===== src/rtl/shift_issue_stage_pkg.sv =====
// rtl/shift_issue_stage_pkg.sv - shared constants and enums for the shift issue stage
package shift_issue_stage_pkg;

   localparam int DEF_DATA_W  = 32;
   localparam int DEF_SHAMT_W = 5;
   localparam int DEF_TAG_W   = 5;

   typedef enum logic [1:0] {
      OP_SLL  = 2'b00,
      OP_SRL  = 2'b01,
      OP_PASS = 2'b10,
      OP_ILL  = 2'b11
   } shift_op_e;

   typedef enum logic [1:0] {
      ST_EMPTY = 2'b00,
      ST_ONE   = 2'b01,
      ST_FULL  = 2'b10
   } buf_state_e;

endpackage


===== src/rtl/shift_issue_stage_if.sv =====
// rtl/shift_issue_stage_if.sv - micro-op in / shifter-operand out handshake bundle
interface shift_issue_stage_if
   import shift_issue_stage_pkg::*;
#(
   parameter int DATA_W  = DEF_DATA_W,
   parameter int SHAMT_W = DEF_SHAMT_W,
   parameter int TAG_W   = DEF_TAG_W
) ();

   logic               in_valid;
   logic               in_ready;
   logic [1:0]         in_op;
   logic [DATA_W-1:0]  in_a;
   logic [DATA_W-1:0]  in_rs;
   logic [SHAMT_W-1:0] in_imm_shamt;
   logic               in_use_imm;
   logic [TAG_W-1:0]   in_tag;
   logic               out_valid;
   logic               out_ready;
   logic [DATA_W-1:0]  sh_a;
   logic [SHAMT_W-1:0] sh_shl;
   logic               out_rev;
   logic [TAG_W-1:0]   out_tag;
   logic               out_illegal;

   modport master (
      output in_valid, in_op, in_a, in_rs, in_imm_shamt, in_use_imm, in_tag, out_ready,
      input  in_ready, out_valid, sh_a, sh_shl, out_rev, out_tag, out_illegal
   );

   modport slave (
      input  in_valid, in_op, in_a, in_rs, in_imm_shamt, in_use_imm, in_tag, out_ready,
      output in_ready, out_valid, sh_a, sh_shl, out_rev, out_tag, out_illegal
   );

endinterface


===== src/rtl/shift_issue_stage_decode.sv =====
// rtl/shift_issue_stage_decode.sv - per-op operand prep for a left-only barrel shifter
module shift_op_decode
   import shift_issue_stage_pkg::*;
#(
   parameter int DATA_W  = DEF_DATA_W,
   parameter int SHAMT_W = DEF_SHAMT_W
) (
   input  logic [1:0]         op,
   input  logic [DATA_W-1:0]  a,
   input  logic [SHAMT_W-1:0] amount,
   output logic [DATA_W-1:0]  sh_a,
   output logic [SHAMT_W-1:0] sh_shl,
   output logic               rev,
   output logic               illegal
);

   logic [DATA_W-1:0] a_rev;

   always_comb begin
      a_rev = '0;
      for (int i = 0; i < DATA_W; i++) begin
         a_rev[i] = a[DATA_W-1-i];
      end
   end

   // SRL x by n == reverse(reverse(x) << n); the final reverse happens downstream.
   always_comb begin
      sh_a    = '0;
      sh_shl  = '0;
      rev     = 1'b0;
      illegal = 1'b0;
      case (shift_op_e'(op))
         OP_SLL: begin
            sh_a   = a;
            sh_shl = amount;
         end
         OP_SRL: begin
            sh_a   = a_rev;
            sh_shl = amount;
            rev    = 1'b1;
         end
         OP_PASS: begin
            sh_a = a;
         end
         default: begin
            illegal = 1'b1;
         end
      endcase
   end

endmodule


===== src/rtl/shift_issue_stage.sv =====
// rtl/shift_issue_stage.sv - registered shifter-input stage with 2-entry skid buffer
module shift_issue_stage
   import shift_issue_stage_pkg::*;
#(
   parameter int DATA_W  = DEF_DATA_W,
   parameter int SHAMT_W = DEF_SHAMT_W,
   parameter int TAG_W   = DEF_TAG_W
) (
   input  logic                clk,
   input  logic                rst_n,
   input  logic                flush,
   shift_issue_stage_if.slave  bus
);

   buf_state_e state_q, state_d;

   logic               accept;
   logic               drain;
   logic               load_main_in;
   logic               load_main_skid;
   logic               load_skid;

   logic [SHAMT_W-1:0] amount;
   logic [DATA_W-1:0]  dec_a;
   logic [SHAMT_W-1:0] dec_shl;
   logic               dec_rev;
   logic               dec_ill;

   logic [DATA_W-1:0]  main_a,   skid_a;
   logic [SHAMT_W-1:0] main_shl, skid_shl;
   logic               main_rev, skid_rev;
   logic               main_ill, skid_ill;
   logic [TAG_W-1:0]   main_tag, skid_tag;

   logic               unused_rs;

   assign unused_rs = ^bus.in_rs[DATA_W-1:SHAMT_W];
   assign amount    = bus.in_use_imm ? bus.in_imm_shamt : bus.in_rs[SHAMT_W-1:0];

   shift_op_decode #(
      .DATA_W  (DATA_W),
      .SHAMT_W (SHAMT_W)
   ) u_decode (
      .op      (bus.in_op),
      .a       (bus.in_a),
      .amount  (amount),
      .sh_a    (dec_a),
      .sh_shl  (dec_shl),
      .rev     (dec_rev),
      .illegal (dec_ill)
   );

   // Both handshake outputs come straight from the state flop, so neither is combinational from inputs.
   assign bus.in_ready    = (state_q != ST_FULL);
   assign bus.out_valid   = (state_q != ST_EMPTY);
   assign bus.sh_a        = main_a;
   assign bus.sh_shl      = main_shl;
   assign bus.out_rev     = main_rev;
   assign bus.out_tag     = main_tag;
   assign bus.out_illegal = main_ill;

   assign accept = bus.in_valid & bus.in_ready;
   assign drain  = bus.out_valid & bus.out_ready;

   always_ff @(posedge clk or negedge rst_n) begin
      if (!rst_n) begin
         state_q <= ST_EMPTY;
      end else begin
         state_q <= state_d;
      end
   end

   always_comb begin
      state_d        = state_q;
      load_main_in   = 1'b0;
      load_main_skid = 1'b0;
      load_skid      = 1'b0;
      if (flush) begin
         state_d = ST_EMPTY;
      end else begin
         case (state_q)
            ST_EMPTY: begin
               if (accept) begin
                  state_d      = ST_ONE;
                  load_main_in = 1'b1;
               end
            end
            ST_ONE: begin
               if (accept && drain) begin
                  load_main_in = 1'b1;
               end else if (drain) begin
                  state_d = ST_EMPTY;
               end else if (accept) begin
                  state_d   = ST_FULL;
                  load_skid = 1'b1;
               end
            end
            ST_FULL: begin
               if (drain) begin
                  state_d        = ST_ONE;
                  load_main_skid = 1'b1;
               end
            end
            default: begin
               state_d = ST_EMPTY;
            end
         endcase
      end
   end

   always_ff @(posedge clk or negedge rst_n) begin
      if (!rst_n) begin
         main_a   <= '0;
         main_shl <= '0;
         main_rev <= 1'b0;
         main_ill <= 1'b0;
         main_tag <= '0;
      end else if (load_main_in) begin
         main_a   <= dec_a;
         main_shl <= dec_shl;
         main_rev <= dec_rev;
         main_ill <= dec_ill;
         main_tag <= bus.in_tag;
      end else if (load_main_skid) begin
         main_a   <= skid_a;
         main_shl <= skid_shl;
         main_rev <= skid_rev;
         main_ill <= skid_ill;
         main_tag <= skid_tag;
      end
   end

   always_ff @(posedge clk or negedge rst_n) begin
      if (!rst_n) begin
         skid_a   <= '0;
         skid_shl <= '0;
         skid_rev <= 1'b0;
         skid_ill <= 1'b0;
         skid_tag <= '0;
      end else if (load_skid) begin
         skid_a   <= dec_a;
         skid_shl <= dec_shl;
         skid_rev <= dec_rev;
         skid_ill <= dec_ill;
         skid_tag <= bus.in_tag;
      end
   end

endmodule


===== src/flat_wrapper.sv =====
// flat-port wrapper written by rule: the top's interface ports become plain ports
module shift_issue_stage_flat import shift_issue_stage_pkg::*;
#(
   parameter int DATA_W  = DEF_DATA_W,
   parameter int SHAMT_W = DEF_SHAMT_W,
   parameter int TAG_W   = DEF_TAG_W
)
  (clk, rst_n, flush, bus_in_valid, bus_in_op, bus_in_a, bus_in_rs, bus_in_imm_shamt, bus_in_use_imm, bus_in_tag, bus_out_ready, bus_in_ready, bus_out_valid, bus_sh_a, bus_sh_shl, bus_out_rev, bus_out_tag, bus_out_illegal);
  shift_issue_stage_if #(.DATA_W(DATA_W), .SHAMT_W(SHAMT_W), .TAG_W(TAG_W)) bus_i ();
  input  logic clk;
  input  logic rst_n;
  input  logic flush;
  input wire logic [$bits(bus_i.in_valid)-1:0] bus_in_valid;
  input wire logic [$bits(bus_i.in_op)-1:0] bus_in_op;
  input wire logic [$bits(bus_i.in_a)-1:0] bus_in_a;
  input wire logic [$bits(bus_i.in_rs)-1:0] bus_in_rs;
  input wire logic [$bits(bus_i.in_imm_shamt)-1:0] bus_in_imm_shamt;
  input wire logic [$bits(bus_i.in_use_imm)-1:0] bus_in_use_imm;
  input wire logic [$bits(bus_i.in_tag)-1:0] bus_in_tag;
  input wire logic [$bits(bus_i.out_ready)-1:0] bus_out_ready;
  output wire logic [$bits(bus_i.in_ready)-1:0] bus_in_ready;
  output wire logic [$bits(bus_i.out_valid)-1:0] bus_out_valid;
  output wire logic [$bits(bus_i.sh_a)-1:0] bus_sh_a;
  output wire logic [$bits(bus_i.sh_shl)-1:0] bus_sh_shl;
  output wire logic [$bits(bus_i.out_rev)-1:0] bus_out_rev;
  output wire logic [$bits(bus_i.out_tag)-1:0] bus_out_tag;
  output wire logic [$bits(bus_i.out_illegal)-1:0] bus_out_illegal;
  assign bus_i.in_valid = bus_in_valid;
  assign bus_i.in_op = bus_in_op;
  assign bus_i.in_a = bus_in_a;
  assign bus_i.in_rs = bus_in_rs;
  assign bus_i.in_imm_shamt = bus_in_imm_shamt;
  assign bus_i.in_use_imm = bus_in_use_imm;
  assign bus_i.in_tag = bus_in_tag;
  assign bus_i.out_ready = bus_out_ready;
  assign bus_in_ready = bus_i.in_ready;
  assign bus_out_valid = bus_i.out_valid;
  assign bus_sh_a = bus_i.sh_a;
  assign bus_sh_shl = bus_i.sh_shl;
  assign bus_out_rev = bus_i.out_rev;
  assign bus_out_tag = bus_i.out_tag;
  assign bus_out_illegal = bus_i.out_illegal;
  shift_issue_stage #(.DATA_W(DATA_W), .SHAMT_W(SHAMT_W), .TAG_W(TAG_W)) u_core (.clk(clk), .rst_n(rst_n), .flush(flush), .bus(bus_i));
endmodule

===== config.mk =====
export PLATFORM = sky130hd
export DESIGN_NAME = shift_issue_stage_flat
export DESIGN_NICKNAME = d
export VERILOG_FILES = /design/src/rtl/shift_issue_stage_pkg.sv /design/src/rtl/shift_issue_stage_if.sv /design/src/rtl/shift_issue_stage_decode.sv /design/src/rtl/shift_issue_stage.sv /design/src/flat_wrapper.sv
export SDC_FILE = /design/constraint.sdc
export NUM_CORES = 1
export LEC_CHECK = 0
export ABC_AREA = 0
export ABC_CLOCK_PERIOD_IN_PS = 2600
export BUFFER_PORTS_ARGS = -buffer_cell sky130_fd_sc_hd__buf_2
export CAP_MARGIN = 40
export CORE_ASPECT_RATIO = 1.5
export CORE_MARGIN = 2
export CORE_UTILIZATION = 55
export DETAILED_ROUTE_END_ITERATION = 12
export HOLD_SLACK_MARGIN = 0.1
export PLACE_DENSITY = 0.82
export SYNTH_ARGS = -nofsm -noshare
export SYNTH_HDL_FRONTEND = slang
export SYNTH_HIERARCHICAL = 1
export SYNTH_SLANG_ARGS = --single-unit

===== constraint.sdc =====
create_clock -name clk -period 2.6 [get_ports clk]
set_input_delay 0.26 -clock clk [delete_from_list [all_inputs] [get_ports clk]]
set_output_delay 0.26 -clock clk [all_outputs]
set_load 0.02 [all_outputs]

Word level (Yosys, flattened, before mapping):

Cells that the tools add are included.

* register bits: 90
* latch bits: 0
* memory bits (writable): 0
* memory bits (read-only): 0
* bits of input ports: 82
* output and inout bits: 46
* logic and storage cells: 64
* memories kept: 0

* $add $sub $neg: 0
* multiply operators: 0
* divide/modulo/power cells: 0
* magnitude comparators: 0
* eq/ne operators: 9
* shift-type cells: 0
* muxes and demuxes: 33
* bitwise gates (word level): 2
* reductions and logical operators: 9

Operators by type and width (count)
* 32-bit 2-to-1 mux: 2
* 32-bit one-hot mux with 2 select lines: 1
* 5-bit 2-to-1 mux: 6
* 1-bit 2-to-1 mux: 16
* 2-bit 2-to-1 mux: 6
* 3-bit by 2-bit inequality test with 1-bit output, second input constant: 2
* 2-bit one-hot mux with 3 select lines: 1
* 2-bit by 1-bit == test with 1-bit output, second input constant: 2
* 2-bit == test, second input constant: 2
* 2-bit logical NOT: 2
* 4-bit by 2-bit inequality test with 1-bit output, second input constant: 1
* 4-bit AND reduction: 1
* 2-bit nonzero test: 2
* 2-bit OR reduction: 2
* 3-bit inequality test, second input constant: 1
* 3-bit OR reduction: 1
* 1-bit bitwise AND: 2
* 2-bit inequality test, second input constant: 1
* 1-bit one-hot mux with 2 select lines: 1
* 1-bit logical AND: 1

Depth between registers and ports, before layout:

* depth in word-level cells: 7
* gate-level depth with buffers: 5

Hierarchy:

Netlist, hierarchy kept.

By module, submodules not included
* shift_issue_stage: instances 1, cells an instance 261, area an instance 3794.9 um^2, seq. area each 2252.2 um^2
* shift_op_decode: instances 1, cells an instance 48, area an instance 406.6 um^2, seq. area each 0.0 um^2

Least setup slack after synthesis:

OpenSTA, ideal clock, no wires.

* path kind: reg-to-reg
* start: register u_core.state_q[0]
* end: register u_core.main_ill (netlist: u_core/bus.out_illegal)
* library setup time: 126 ps
* arrival: 1302 ps
* path slack: 1172 ps
* stages on the path, launching flop included: 6
* path buffers: 2
* clock period less this slack: 1428 ps
* cells stage by stage: dfrtp_1 > and4bb_1 > buf_6 > a31oi_4 > buf_6 > a221o_1

* longest elaborated chain between the ends: 7
* elaborated cells between the ends (all ways): 17
* classes of those cells: eq/ne (3); mux (8); bitwise (2); reduce/logical (4)

Ends and longest elaborated chain
* start: declaration: line shift_issue_stage.sv:15 `buf_state_e state_q, state_d;`
* start signal: assignment: line shift_issue_stage.sv:69 `state_q <= state_d;`
* 2-bit inequality test or 2-bit nonzero test (tied branches): line shift_issue_stage.sv:54, shift_issue_stage.sv:55
* 1-bit bitwise AND (on tied branches): line shift_issue_stage.sv:62, shift_issue_stage.sv:63
* 1-bit logical AND: line shift_issue_stage.sv:89 `if (accept && drain) begin`
* 1-bit 2-to-1 mux: line shift_issue_stage.sv:89
* 1-bit one-hot mux with 2 select lines: line shift_issue_stage.sv:81 `case (state_q)`
* 1-bit 2-to-1 mux: line shift_issue_stage.sv:78 `if (flush) begin`
* 1-bit 2-to-1 mux or 2-bit nonzero test (tied branches)
* end signal: assignment: line shift_issue_stage.sv:122 `main_ill <= dec_ill;`
* end signal: assignment: line shift_issue_stage.sv:128 `main_ill <= skid_ill;`
* end: declaration: line shift_issue_stage.sv:32 `logic main_ill, skid_ill;`

Parallel ways exist; a longest one is shown, timed or not.
A chain may end at the register's enable or synchronous reset.

Worst setup path after layout:

* start: input flush
* end: register u_core.main_a[28] (netlist: u_core/bus.sh_a[28])

* longest elaborated chain between the ends: 2
* elaborated cells between the ends (all ways): 4
* classes of those cells: mux (3); reduce/logical (1)

Ends and longest elaborated chain
* start: declaration: line flat_wrapper.sv:12 `input logic flush;`
* 1-bit 2-to-1 mux: line shift_issue_stage.sv:78
* 32-bit 2-to-1 mux or 2-bit nonzero test (tied branches)
* end signal: assignment: line shift_issue_stage.sv:125 `main_a <= skid_a;`
* end: declaration: line shift_issue_stage.sv:29 `logic [DATA_W-1:0] main_a, skid_a;`

Parallel ways exist; a longest one is shown, timed or not.

==> reports/metrics.csv <==
stage;metric;value;unit
global_route;track_usage;24.8;%
clocking;root_buffer;clkbuf_16;
cells_and_area;multiInputGateArea;1750;µm²
hold_path;holdCritPathClass;primary input to register;
synthesis;synth-compound-area-share;18.0;%
synthesis;syn_inst;309;
pwr;power_frac_comb;20.1;%
cells_and_area;nFillCells;604;
routing;drtPass1Iterations;4;
clocking;cts_tree;yes;
critical_path;cp_cell_sequence;dlygate4sd3_1 -> buf_2 -> and4bb_1 -> a31oi_4 -> buf_4 -> a221o_1;
floorplanning;start_util;55.9;%
clocking;post_cts.repair.setup_buffers;0;
placed_design;gp_congestion;0.769;
cells_and_area;ff_latch_area;2250;µm²
synthesis;synth_seq_area_share;53.6;%
pwr;p_total;3.85;mW
cells_and_area;postLayoutCoreUtil;67.0;%
synthesis;ys_warn_count;6;
critical_path;cp_slowest_cell;a31oi_4;
sta;period_share;81.4;%
sta;finalSetupViolCount;0;
synthesis;synth_simple_gate_area_share;10.4;%
sta;hold_viol;0;
synthesis;synthAdderAreaFrac;0;%
clocking;clk_path_buf_depth;2;
synthesis;synth_xor_area_share;0;%
global_route;grt_pass1_vias;3219;
critical_path;end_kind;register;
sta;fin_crit;2.12;ns
synthesis;synth-seq-cells;90;
pwr;seqPwrFrac;47.2;%
clocking;clk_latency;0.34;ns
cells_and_area;insertedDiodeCount;0;
critical_path;critPathMaxFanout;23;
clocking;numCtsBuffers;9;
pwr;sw_frac_of_total;27.3;%
routing;via_count;2994;
global_route;antenna_found_initial;0;
synthesis;synth_top_family_by_area;compound AO/OA/AOI/OAI gates;
critical_path;start_kind;primary input;
placed_design;port_buffers;100;
pwr;p_leak;2.50;nW
floorplanning;die_area;8370;µm²
global_route;grt_pass1_wl;15700;µm
critical_path;critical_path_class;primary input to register;
run;cap_violations;0;
placed_design;pre_cts_slack;0.623;ns
synthesis;avgSynthCellArea;13.6;µm²
global_route;grt_max_degree;49;
sta;fin_tns_setup;0;ns
floorplanning;die_h;111;µm
floorplanning;row_count;39;
status;status;completed;
critical_path;cp.required;2.87;ns
placed_design;hpwlAfterDp;6350;µm
pwr;power_frac_clock;32.7;%
critical_path;critPathBufInv;3;
synthesis;synth.area.mux_share;13.1;%
synthesis;yosysUniqueCellTypes;27;
sta;fin_ws;0.484;ns
routing;wirelength;9450;µm
clocking;ctsHtreeMaxLevel;3;
sta;fmax;0.473;GHz
clocking;numClockSinks;90;
pwr;p_int;2.80;mW
routing;drt.antenna.violating_nets;0;
synthesis;syn_area;4200;µm²
pwr;switching_power;1.05;mW
routing;drcViolationCount;0;
synthesis;syn_nets;391;
sta;rsz0062_at_grt;false;
pwr;vdd_drop_max;432;µV
critical_path;crit_arrival;2.39;ns
routing;wire_per_inst;18.4;µm
routing;drt-initial-drc-count;131;
floorplanning;pin_count;128;
floorplanning;die_w;75.4;µm
sta;relSlewSlack;51.4;%
pwr;cellPowerDensity;764;nW/µm²
floorplanning;core_area;7510;µm²
global_route;gr-total-overflow;0;
cells_and_area;syn2layout_area_growth;19.9;%
cells_and_area;drive_gt1_share;44.6;%
sta;finClkSkew;0.00577;ns
critical_path;crit_family;buffers and inverters;
cells_and_area;fin_nets;487;
routing;via_per_inst;5.85;
sta;slew_violations;0;
clocking;clk_pin_slew_worst_paths;0.06;ns
sta;tightestPinTransition;0.728;ns
critical_path;max_stage_delay;0.60;ns
## path summary, 6_finish.rpt
| kind | startpoint | endpoint | slack [ns] | cells after the start |
|---|---|---|---|---|
| setup / recovery | flush | u_core/bus.sh_a[28] | 0.48 | 6 |
| setup reg to reg | u_core/state_q[1] | u_core/bus.sh_a[28] | 0.58 | 4 |
| hold / removal | bus_in_tag[3] | u_core/bus.out_tag[3] | 0.17 | 2 |
| min in group asynchronous | rst_n | u_core/state_q[1] | 0.48 | 2 |
| hold reg to reg | u_core/skid_a[18] | u_core/skid_a[18] | 0.50 | 1 |
| max in group asynchronous | rst_n | u_core/bus.sh_a[6] | 1.46 | 3 |
## routing by layer
layer,global-route usage [%],vias to the layer above,wire (µm)
li1,-,1366,-
met1,30.5,1503,3750
met2,39.6,104,4840
met3,7.27,21,583
met4,10.9,0,268
met5,0,-,0
## cell usage after synthesis
cell | number | area share, %
dfrtp_1 | 90 | 54
mux2_2 | 49 | 13
a221o_1 | 44 | 10
and2_1 | 44 | 6.6
a22o_1 | 29 | 6.0
buf_6 | 13 | 3.5
buf_2 | 7 | 0.83
and2b_2 | 5 | 1.0
clkbuf_1 | 4 | 0.36
nand2_1 | 4 | 0.36
inv_1 | 2 | 0.18
nor2b_4 | 2 | 0.66
o2bb2ai_1 | 2 | 0.42
a21boi_0 | 1 | 0.18
a22o_2 | 1 | 0.24
a31oi_1 | 1 | 0.15
a31oi_4 | 1 | 0.51
and2_2 | 1 | 0.18
and3_1 | 1 | 0.15
and4bb_1 | 1 | 0.30
nand2b_1 | 1 | 0.15
nand2b_2 | 1 | 0.21
nand3_2 | 1 | 0.24
nand3b_1 | 1 | 0.18
nor2_1 | 1 | 0.089
or2_2 | 1 | 0.15
or3_1 | 1 | 0.15
## what timing repair did
item / CTS / global route
hold buffers: 2 / 0
resized for setup: 0 / 0
hold endpoints to repair: 43 / 0
## worst register-to-register path, stage by stage (launching register included)
cell	delay [ns]
dfrtp_1	0.45
and4bb_1	0.27
a31oi_4	0.60
buf_4	0.41
a221o_1	0.22
## state kept, by name, summed over array words and instances, names as in the netlist
signal,flops
u_core/bus.sh_a,32
u_core/skid_a,32
u_core/bus.out_tag,5
u_core/bus.sh_shl,5
u_core/skid_shl,5
u_core/skid_tag,5
u_core/state_q,2
u_core/bus.out_illegal,1
u_core/bus.out_rev,1
u_core/skid_ill,1
u_core/skid_rev,1
## cells in the final DEF (no fill, tap or decap), types with 3 or more instances in the layout
cell type / synthesis / routed
a221o_1: 44 / 44
a22o_1: 29 / 29
and2_1: 44 / 44
and2b_2: 5 / 5
buf_2: 7 / 99
buf_4: 0 / 5
clkbuf_1: 4 / 3
clkbuf_16: 0 / 9
clkinvlp_4: 0 / 3
dfrtp_1: 90 / 90
mux2_2: 49 / 49
nand2_1: 4 / 4
## area by class of cell
class	count	area share, %
clock buffers	12	4.69
clock inverters	4	1.04
inverters	2	0.149
multi-input cells	193	34.7
flip-flops and latches	90	44.7
well taps	102	2.53
repair buffers	109	12.2
## power by group through the flow
| stage | combinational, mW | clock (mW) | sequential, mW |
|---|---|---|---|
| 2_1_floorplan | 0.381 | 0 | 1.94 |
| 6_report | 0.774 | 1.26 | 1.81 |
| 5_1_grt | 0.838 | 1.35 | 1.85 |
| 4_1_cts | 0.782 | 1.29 | 1.81 |
| 3_3_place_gp | 0.743 | 0 | 1.81 |
| 3_5_place_dp | 0.775 | 0 | 1.84 |
## logic make-up after synthesis
kind of cell           after synthesis
buffers and inverters               26
AO/OA/AOI/OAI                       79
multiplexers                        49
AND/OR/NAND/NOR                     65
flip-flops                          90
## per-stage QoR
stage               hold WS [ns]  area, µm²  instances
CTS                        0.164       5040        512
global route               0.168       5040        512
finish                     0.170       5040        512
detailed placement         0.293       4730        494
floorplan                -0.0356       4200        309
global placement           0.281       4690        492
(Power assumes the default switching activity.)
